## config.mk

```make
export PLATFORM = sky130hd
export DESIGN_NAME = alu_issue
export DESIGN_NICKNAME = d
export VERILOG_FILES = /design/src/rtl/alu_issue_pkg.sv /design/src/rtl/alu_opdec.sv /design/src/rtl/alu_issue.sv
export SDC_FILE = /design/constraint.sdc
export NUM_CORES = 1
export LEC_CHECK = 0
export CORE_ASPECT_RATIO = 0.75
export CORE_MARGIN = 4
export CORE_UTILIZATION = 35
export DETAILED_ROUTE_END_ITERATION = 8
export GPL_ROUTABILITY_DRIVEN = 0
export GPL_TIMING_DRIVEN = 0
export HOLD_SLACK_MARGIN = 0.08
export PLACE_DENSITY = 0.81
export SKIP_LAST_GASP = 1
export SLEW_MARGIN = 20
export SYNTH_ARGS = -nofsm -noshare
export SYNTH_HDL_FRONTEND = slang
export SYNTH_HIERARCHICAL = 1
export SYNTH_SLANG_ARGS = --single-unit
```

## constraint.sdc

```tcl
create_clock -name clk -period 1.7 [get_ports clk]
set_input_delay 0.255 -clock clk [delete_from_list [all_inputs] [get_ports clk]]
set_output_delay 0.255 -clock clk [all_outputs]
set_load 0.03 [all_outputs]
```

## src/rtl/alu_issue_pkg.sv

```systemverilog
// Shared constants and payload type for the RV32I ALU issue stage.
// Optional writeback forwarding is enabled by defining ALU_ISSUE_FWD_EN.
package alu_issue_pkg;

    localparam int unsigned XLEN = 32;

    localparam logic [3:0] ALU_ADD  = 4'b0000;
    localparam logic [3:0] ALU_SUB  = 4'b1000;
    localparam logic [3:0] ALU_XOR  = 4'b0100;
    localparam logic [3:0] ALU_OR   = 4'b0110;
    localparam logic [3:0] ALU_AND  = 4'b0111;
    localparam logic [3:0] ALU_SLL  = 4'b0001;
    localparam logic [3:0] ALU_SRL  = 4'b0101;
    localparam logic [3:0] ALU_SRA  = 4'b1101;
    localparam logic [3:0] ALU_SLT  = 4'b0010;
    localparam logic [3:0] ALU_SLTU = 4'b0011;

    localparam logic [6:0] OPC_LUI    = 7'b0110111;
    localparam logic [6:0] OPC_AUIPC  = 7'b0010111;
    localparam logic [6:0] OPC_JAL    = 7'b1101111;
    localparam logic [6:0] OPC_JALR   = 7'b1100111;
    localparam logic [6:0] OPC_BRANCH = 7'b1100011;
    localparam logic [6:0] OPC_LOAD   = 7'b0000011;
    localparam logic [6:0] OPC_STORE  = 7'b0100011;
    localparam logic [6:0] OPC_OP_IMM = 7'b0010011;
    localparam logic [6:0] OPC_OP     = 7'b0110011;

    // Operand source selects produced by the opcode decoder
    localparam logic [1:0] ASEL_RS1  = 2'd0;
    localparam logic [1:0] ASEL_PC   = 2'd1;
    localparam logic [1:0] ASEL_ZERO = 2'd2;

    localparam logic [1:0] BSEL_RS2  = 2'd0;
    localparam logic [1:0] BSEL_IMM  = 2'd1;
    localparam logic [1:0] BSEL_FOUR = 2'd2;
    localparam logic [1:0] BSEL_ZERO = 2'd3;

    typedef struct packed {
        logic [XLEN-1:0] alu_a;
        logic [XLEN-1:0] alu_b;
        logic [3:0]      alu_op;
        logic [XLEN-1:0] store_data;
        logic [4:0]      rd;
        logic [2:0]      funct3;
        logic [6:0]      opcode;
        logic            illegal;
    } issue_payload_t;

endpackage

```

## src/rtl/alu_opdec.sv

```systemverilog
// Combinational RV32I opcode decoder: ALU op, operand selects and illegal flag.
// Forwarding (ALU_ISSUE_FWD_EN) does not affect this block.
module alu_opdec
    import alu_issue_pkg::*;
(
    input  logic [31:0] instr_i,
    output logic [3:0]  alu_op_o,
    output logic [1:0]  a_sel_o,
    output logic [1:0]  b_sel_o,
    output logic        illegal_o
);

    logic [6:0] opc;
    logic [2:0] f3;
    logic       unused_instr_bits;

    assign opc = instr_i[6:0];
    assign f3  = instr_i[14:12];
    assign unused_instr_bits = ^{instr_i[31], instr_i[29:15], instr_i[11:7]};

    always_comb begin
        alu_op_o  = ALU_ADD;
        a_sel_o   = ASEL_ZERO;
        b_sel_o   = BSEL_ZERO;
        illegal_o = 1'b0;
        case (opc)
            OPC_OP: begin
                alu_op_o = {instr_i[30], f3};
                a_sel_o  = ASEL_RS1;
                b_sel_o  = BSEL_RS2;
            end
            OPC_OP_IMM: begin
                // bit 30 is immediate data except for the shift-right pair
                alu_op_o = {instr_i[30] & (f3 == 3'b101), f3};
                a_sel_o  = ASEL_RS1;
                b_sel_o  = BSEL_IMM;
            end
            OPC_LUI: begin
                b_sel_o = BSEL_IMM;
            end
            OPC_AUIPC: begin
                a_sel_o = ASEL_PC;
                b_sel_o = BSEL_IMM;
            end
            OPC_LOAD, OPC_STORE: begin
                a_sel_o = ASEL_RS1;
                b_sel_o = BSEL_IMM;
            end
            OPC_BRANCH: begin
                a_sel_o = ASEL_RS1;
                b_sel_o = BSEL_RS2;
                case (f3[2:1])
                    2'b00:   alu_op_o  = ALU_SUB;
                    2'b10:   alu_op_o  = ALU_SLT;
                    2'b11:   alu_op_o  = ALU_SLTU;
                    default: illegal_o = 1'b1;
                endcase
            end
            OPC_JAL, OPC_JALR: begin
                a_sel_o = ASEL_PC;
                b_sel_o = BSEL_FOUR;
            end
            default: illegal_o = 1'b1;
        endcase
    end

endmodule

```

## src/rtl/alu_issue.sv

```systemverilog
// Single-entry issue register between decode and the ALU with valid/ready handshakes.
// Define ALU_ISSUE_FWD_EN to add the writeback forwarding port on rs1/rs2.
module alu_issue #(
    parameter int unsigned XLEN = alu_issue_pkg::XLEN
) (
    input  logic            clk,
    input  logic            rst_n,
    input  logic            flush,
    input  logic            in_valid,
    output logic            in_ready,
    input  logic [31:0]     instr,
    input  logic [XLEN-1:0] pc,
    input  logic [XLEN-1:0] rs1_data,
    input  logic [XLEN-1:0] rs2_data,
    input  logic [XLEN-1:0] imm,
`ifdef ALU_ISSUE_FWD_EN
    input  logic            fwd_valid,
    input  logic [4:0]      fwd_rd,
    input  logic [XLEN-1:0] fwd_data,
`endif
    output logic            out_valid,
    input  logic            out_ready,
    output logic [XLEN-1:0] alu_a,
    output logic [XLEN-1:0] alu_b,
    output logic [3:0]      alu_op,
    output logic [XLEN-1:0] store_data,
    output logic [4:0]      rd,
    output logic [2:0]      funct3,
    output logic [6:0]      opcode,
    output logic            illegal
);
    import alu_issue_pkg::*;

    logic [3:0]      dec_op;
    logic [1:0]      dec_a_sel;
    logic [1:0]      dec_b_sel;
    logic            dec_illegal;
    logic [XLEN-1:0] rs1_val;
    logic [XLEN-1:0] rs2_val;
    logic            capture;
    logic            out_valid_d, out_valid_q;
    issue_payload_t  payload_d, payload_q;

    alu_opdec u_opdec (
        .instr_i   (instr),
        .alu_op_o  (dec_op),
        .a_sel_o   (dec_a_sel),
        .b_sel_o   (dec_b_sel),
        .illegal_o (dec_illegal)
    );

`ifdef ALU_ISSUE_FWD_EN
    // x0 is never forwarded; it always reads as the register-file value
    always_comb begin
        rs1_val = rs1_data;
        rs2_val = rs2_data;
        if (fwd_valid && (fwd_rd != 5'd0) && (fwd_rd == instr[19:15])) rs1_val = fwd_data;
        if (fwd_valid && (fwd_rd != 5'd0) && (fwd_rd == instr[24:20])) rs2_val = fwd_data;
    end
`else
    assign rs1_val = rs1_data;
    assign rs2_val = rs2_data;
`endif

    assign in_ready = ~out_valid_q | out_ready;
    assign capture  = in_valid & in_ready & ~flush;

    always_comb begin
        out_valid_d = out_valid_q;
        payload_d   = payload_q;
        if (flush) begin
            out_valid_d = 1'b0;
        end else if (capture) begin
            out_valid_d          = 1'b1;
            payload_d.alu_op     = dec_op;
            payload_d.store_data = rs2_val;
            payload_d.rd         = instr[11:7];
            payload_d.funct3     = instr[14:12];
            payload_d.opcode     = instr[6:0];
            payload_d.illegal    = dec_illegal;
            case (dec_a_sel)
                ASEL_RS1: payload_d.alu_a = rs1_val;
                ASEL_PC:  payload_d.alu_a = pc;
                default:  payload_d.alu_a = '0;
            endcase
            case (dec_b_sel)
                BSEL_RS2:  payload_d.alu_b = rs2_val;
                BSEL_IMM:  payload_d.alu_b = imm;
                BSEL_FOUR: payload_d.alu_b = XLEN'(4);
                default:   payload_d.alu_b = '0;
            endcase
        end else if (out_ready) begin
            out_valid_d = 1'b0;
        end
    end

    always_ff @(posedge clk) begin
        if (!rst_n) begin
            out_valid_q <= 1'b0;
            payload_q   <= '0;
        end else begin
            out_valid_q <= out_valid_d;
            payload_q   <= payload_d;
        end
    end

    assign out_valid  = out_valid_q;
    assign alu_a      = payload_q.alu_a;
    assign alu_b      = payload_q.alu_b;
    assign alu_op     = payload_q.alu_op;
    assign store_data = payload_q.store_data;
    assign rd         = payload_q.rd;
    assign funct3     = payload_q.funct3;
    assign opcode     = payload_q.opcode;
    assign illegal    = payload_q.illegal;

endmodule

```

## Word-level counts from Yosys, hierarchy flattened

Cells that the tools add are included.

| operators by class | value |
|---|---|
| reductions and logical operators | 13 |
| equality and inequality tests | 15 |
| mux-type cells | 10 |
| bitwise operators | 7 |

Operators by type and width:

| cell | count |
|---|---|
| $pmux 32 s3 | 1 |
| $pmux 32 s2 | 1 |
| $pmux 4 s3 | 2 |
| $eq 7x6->1 const B | 3 |
| $eq 7x7->1 const B | 3 |
| $eq 7x5->1 const B | 2 |
| $reduce_or 5->1 | 2 |
| $reduce_or 8->1 | 1 |
| $eq 7x2->1 const B | 1 |
| $eq 2x2->1 const B | 3 |
| $logic_not 2->1 | 3 |
| $pmux 2 s3 | 1 |
| $reduce_or 2->1 | 3 |
| $reduce_or 3->1 | 2 |
| $eq 2x1->1 const B | 2 |
| $pmux 2 s2 | 1 |
| $and 1x1->1 | 3 |
| $eq 3x3->1 const B | 1 |
| $mux 1 | 3 |
| $not 1->1 | 3 |
| $pmux 1 s2 | 1 |
| $reduce_and 2->1 | 1 |
| $reduce_bool 2->1 | 1 |
| $or 1x1->1 | 1 |

| storage, ports and cells | value |
|---|---|
| output and inout port bits | 118 |
| word-level logic and storage cells | 54 |
| bits in registers | 117 |

## Logic depth before layout (Yosys ltp)

| depth | value |
|---|---|
| depth in word-level cells | 5 |
| depth in mapped cells | 7 |

## Modules after synthesis

Netlist, hierarchy kept.

Modules (own cells, without submodules):

| module | area each (um2) | cells each | seq. area each (um2) | instances |
|---|---|---|---|---|
| alu_issue | 4843.4 | 465 | 2342.2 | 1 |
| alu_opdec | 222.7 | 37 | 0.0 | 1 |

## Least setup slack after synthesis

Ideal clock, no wire load.

| timing | value |
|---|---|
| path kind | input -> register |
| from | in instr[5] |
| to | reg payload_q (netlist bit alu_a[0]) |
| buffers on the path | 3 |
| slack | -129 ps |
| data required time | 1581 ps |
| library setup time | 119 ps |
| cell stages on the path | 7 |
| arrival time | 1710 ps |
| cells stage by stage | buf_2 -> or3_1 -> a211oi_2 -> clkbuf_1 -> buf_2 -> mux2i_1 -> o2bb2ai_1 |

| on the way | value |
|---|---|
| word-level cells in the longest chain between the ends | 5 |
| elaborated cells between the ends (all ways) | 14 |
| those cells by class | eq/ne (9); mux (2); reduce/logical (3) |

RTL lines:

| what | RTL line | text |
|---|---|---|
| from (decl) | alu_issue.sv:11 | `input logic [31:0] instr,` |
| $eq 7x6->1, or another cell as far along | alu_opdec.sv:26 | `case (opc)` |
| $reduce_or 5->1 (no line) or $reduce_or 3->1 (tied branches) | n/a |  |
| $pmux 2 s2 * | alu_opdec.sv:26 |  |
| via dec_a_sel[0] | alu_issue.sv:35 | `logic [1:0] dec_a_sel;` |
| $eq 2x1->1 or $logic_not 2->1 (tied branches) | alu_issue.sv:81 | `case (dec_a_sel)` |
| $pmux 32 s2 * | alu_issue.sv:81 |  |
| to (signal assigned) | alu_issue.sv:103 | `payload_q <= payload_d;` |
| to (decl) | alu_issue.sv:42 | `issue_payload_t payload_d, payload_q;` |

Mark *: on every way through the listed nets, which the timed path passes. The rest lies on a longest branch.
A chain may end at the register's enable or synchronous reset.

## Final worst setup path

| timing | value |
|---|---|
| from | reg out_valid_q (netlist: out_valid) |
| to | out in_ready |

| on the way | value |
|---|---|
| word-level cells in the longest chain between the ends | 2 |

RTL lines:

| what | RTL line | text |
|---|---|---|
| from (decl) | alu_issue.sv:41 | `logic out_valid_d, out_valid_q;` |
| from (signal assigned) | alu_issue.sv:102 | `out_valid_q <= out_valid_d;` |
| $not 1->1 | alu_issue.sv:65 | `assign in_ready = ~out_valid_q \| out_ready;` |
| $or 1x1->1 | alu_issue.sv:65 |  |
| to (decl) | alu_issue.sv:10 | `output logic in_ready,` |

Every way passes these cells.

==> metrics.md <==
| Metric | Value |
|---|---|
| Area of the mapped netlist | `5070 sq um` |
| Status | `complete, but fails checks` |
| Via count | `5146` |
| Async SR Flop Fraction | `0%` |
| Vias per cell | `5.14` |
| Root Buffer | `clkbuf_16` |
| CTS sink cnt | `117` |
| Post-Synth XOR/XNOR Area | `0%` |
| Pre-CTS WS | `-851 ps` |
| Switching share of total power | `22.3%` |
| Maxcap violations | `0` |
| R2r startpoint | `out_valid$_SDFFE_PP0P_` |
| Synth Area in Simple Gates | `9.29%` |
| Dpl cells | `963` |
| Main combinational cell family by area after synthesis | `compound AO/OA/AOI/OAI gates` |
| Antenna violations before repair | `0` |
| Final Max Slew Viols | `0` |
| First-pass DRT Iterations | `4` |
| Mapped Avg Cell Area | `10.1 sq um` |
| IO buf count | `266` |
| Max incr delay on CP | `350 ps` |
| Final Instance Count excl. Fillers | `1002` |
| Sequential cell area fraction in the yosys report | `46.2%` |
| Multiplexer share of the synthesized area | `12.4%` |
| # hold bufs at CTS | `0` |
| Fin area | `8990 sq um` |
| Final setup viols | `1` |
| Worst Max-Slew Pin Slew | `479 ps` |
| Core Area | `13900 sq um` |
| Sequential Power Share | `35.6%` |
| Initial drt markers | `221` |
| Fin worst setup slack | `-6.05 ps` |
| Flop2flop setup slack | `210 ps` |
| Static leakage | `4.84 nW` |
| DR WL met3 | `1260 um` |
| Synth Register Bits | `117` |
| Net Count, Synth | `667` |
| Hold Path Class | `in -> reg` |
| Min cycle time layout | `1710 ps` |
| Final net count | `959` |
| Clock Path Buffers | `2` |
| Drt wl/cell | `18.8 um` |
| Fillers | `1097` |
| Antenna viol nets, final | `0` |
| DRC | `0` |
| Crit-path cells | `nor2b_4 -> inv_2 -> buf_8 -> buf_8 -> buf_6` |
| Grt total ovfl | `0` |
| Failing checks | `setup timing` |
| Highest Signal Layer | `met4` |
| Rows | `37` |
| CP arrival | `1450 ps` |
| Crit Path Max Fanout | `10` |
| Initial Utilization | `36.4%` |
| Startpoint Class | `flop` |
| Unrepaired setup endpoints after global routing | `yes` |
| Vias in the first global route | `5448` |
| Depth of the CTS H-tree | `4` |
| # diodes | `0` |
| NetSw | `1.78 mW` |
| Gr usage total | `22.0%` |
| Worst rel slew slack | `68.1%` |
| Final worst-path cycle share | `100%` |
| HPWL Detailed | `14500 um` |
| FF+latch area | `2340 sq um` |
| Chip height | `112 um` |
| Worst r2r path cells | `5` |
| Cells after Synth | `502` |
| CTS tree | `built` |
| Clock power share | `51.2%` |
| Largest net degree at the start of global routing | `17` |
| Crit end category | `primary output` |
| Area of the multi-input gates | `2500 sq um` |
| Pint | `6.20 mW` |
| Top Ports | `283` |
| Number of synthesized flops with an enable pin | `0` |
| Power Density | `888 nW/um^2` |
| Peak Freq | `0.586 GHz` |
| Insertion delay to the later sink of the worst-skew pair | `400 ps` |
| Area Overhead vs Synth | `77.4%` |
| Global-route wire length before repair | `29300 um` |
| Total Wirelength | `18800 um` |
| Clock Skew | `8.72 ps` |
| Die W | `147 um` |
| Top_reg_cell synth | `dfxtp_1` |
| Met2 routed wirelength | `9350 um` |
| Reg2reg end | `store_data[6]$_SDFFE_PN0P_` |
| Synth Area in Adders | `0%` |
| Setup CP Type | `reg -> out` |
| Combinational Power Share | `13.1%` |
| Post-synth cell types | `40` |
| Critical Path RT | `1440 ps` |
| Share of cells above drive strength 1 | `12.3%` |
| M1 WL | `8000 um` |
| CP Capture Point | `in_ready` |
| Dpl cell area | `7990 sq um` |
| Clk slew on worst S/H paths | `60 ps` |
| Max VDD drop | `716 uV` |
| Final core utilization | `64.5%` |
| Crit-path most repeated cell | `buf_8` |
| Yosys synthesis warning count | `6` |
| Inserted Clock Buffers | `17` |
| Critical path launch point | `out_valid$_SDFFE_PP0P_` |
| Slowest-stage cell, CP | `dfxtp_2` |
| Synth Area in Compound Gates | `26.4%` |
| Die ar. | `16500 sq um` |
| Final Hold Vio Count | `0` |
[placed cells by master (no fill, tap or decap), types with 3 or more instances in the layout]
cell type	instances
a21boi_0	45
a21boi_1	9
buf_2	15
buf_4	19
buf_6	7
bufinv_16	6
clkbuf_1	15
clkbuf_16	17
clkbuf_8	3
clkdlybuf4s50_1	158
dfxtp_1	116
dlygate4sd2_1	22
dlymetal6s2s_1	81
mux2i_1	63
nand2_1	6
nand2b_1	3
nand3_1	53
nor2_1	7
o21ai_0	53
o2bb2ai_1	56
o2bb2ai_2	6
[critical path, delay by kind of cell, from the launching register on]
family | cells | cell delay, ps
buffers and inverters | 4 | 510
DFF | 1 | 350
and+or+nand+nor | 1 | 200
[cell type report]
type                    count  share of cell area [%]
plain buffers              49                    3.61
well taps                 195                    2.71
multi-input cells         332                    27.8
flip-flops and latches    117                    26.1
repair buffers            275                    32.2
inverters                   2                  0.0835
clock buffers              20                    5.08
clock inverters            12                    2.48
[flip-flops by register name (all words and copies together) (netlist names)]
| register | flops |
|---|---|
| alu_a | 32 |
| alu_b | 32 |
| alu_op | 4 |
| funct3 | 3 |
| illegal | 1 |
| opcode | 7 |
| out_valid | 1 |
| rd | 5 |
| store_data | 32 |
[worst min-delay path by stage]
stage / startpoint / endpoint / slack, ps / depth (start not counted)
global route: instr[6] / opcode[6]$_SDFFE_PN0P_ / 220 / 3
CTS: instr[6] / opcode[6]$_SDFFE_PN0P_ / 170 / 3
detailed placement: alu_a[18]$_SDFFE_PN0P_ / alu_a[18]$_SDFFE_PN0P_ / 450 / 1
finish: instr[6] / opcode[6]$_SDFFE_PN0P_ / 210 / 3
floorplan: in_valid / out_valid$_SDFFE_PP0P_ / 380 / 1
global placement: alu_b[30]$_SDFFE_PN0P_ / alu_b[30]$_SDFFE_PN0P_ / 440 / 1
[cells in the mapped netlist, types with 6 or more instances]
library cell	instances	area share, %
dfxtp_1	117	46
mux2i_1	63	12
o2bb2ai_1	62	11
o21ai_0	54	5.3
nand3_1	53	5.2
a21boi_0	46	6.8
buf_2	23	2.3
clkbuf_1	19	1.4
a21boi_1	8	1.2
buf_6	7	1.6
nor2_1	7	0.52
nand2_1	6	0.44
[power groups by stage]
stage / combinational, mW / clock, mW / sequential (mW)
finish: 1.05 / 4.09 / 2.84
global route: 1.12 / 4.29 / 2.85
global placement: 1.02 / 0 / 2.90
CTS: 1.04 / 4.15 / 2.84
detailed placement: 1.04 / 0 / 2.90
floorplan: 0.305 / 0 / 3.03
[cell families (layout without fill, tap and decap cells)]
| group | Yosys count | in the layout |
|---|---|---|
| AOI/OAI and AO/OA | 183 | 183 |
| buffers and inverters | 53 | 358 |
| DFF | 117 | 117 |
| muxes | 63 | 63 |
| and+or+nand+nor | 86 | 86 |
[layer usage]
| metal | vias to the layer above | global-route usage [%] |
|---|---|---|
| li1 | 2463 | - |
| met1 | 2494 | 26.6 |
| met2 | 173 | 38.3 |
| met3 | 16 | 6.50 |
| met4 | 0 | 5.71 |
| met5 | - | 0 |
[repair_timing]
action                                  in CTS  in global routing
pin swaps                                    4                  2
buffers inserted                             6                  3
hold endpoints to repair                     0                  0
resized for setup                           66                 98
endpoints found under the setup margin      86                140
cloned                                       0                  0
[per-stage QoR]
step	hold slack (ps)	setup TNS (ps)	power [mW]
6_report	206	-6.05	7.98
2_1_floorplan	379	-16.4	3.33
5_1_grt	219	-72.8	8.25
3_5_place_dp	449	-56900	3.94
3_3_place_gp	444	-49330	3.91
4_1_cts	169	-69.8	8.04
Power figures use the tool's default switching activity.
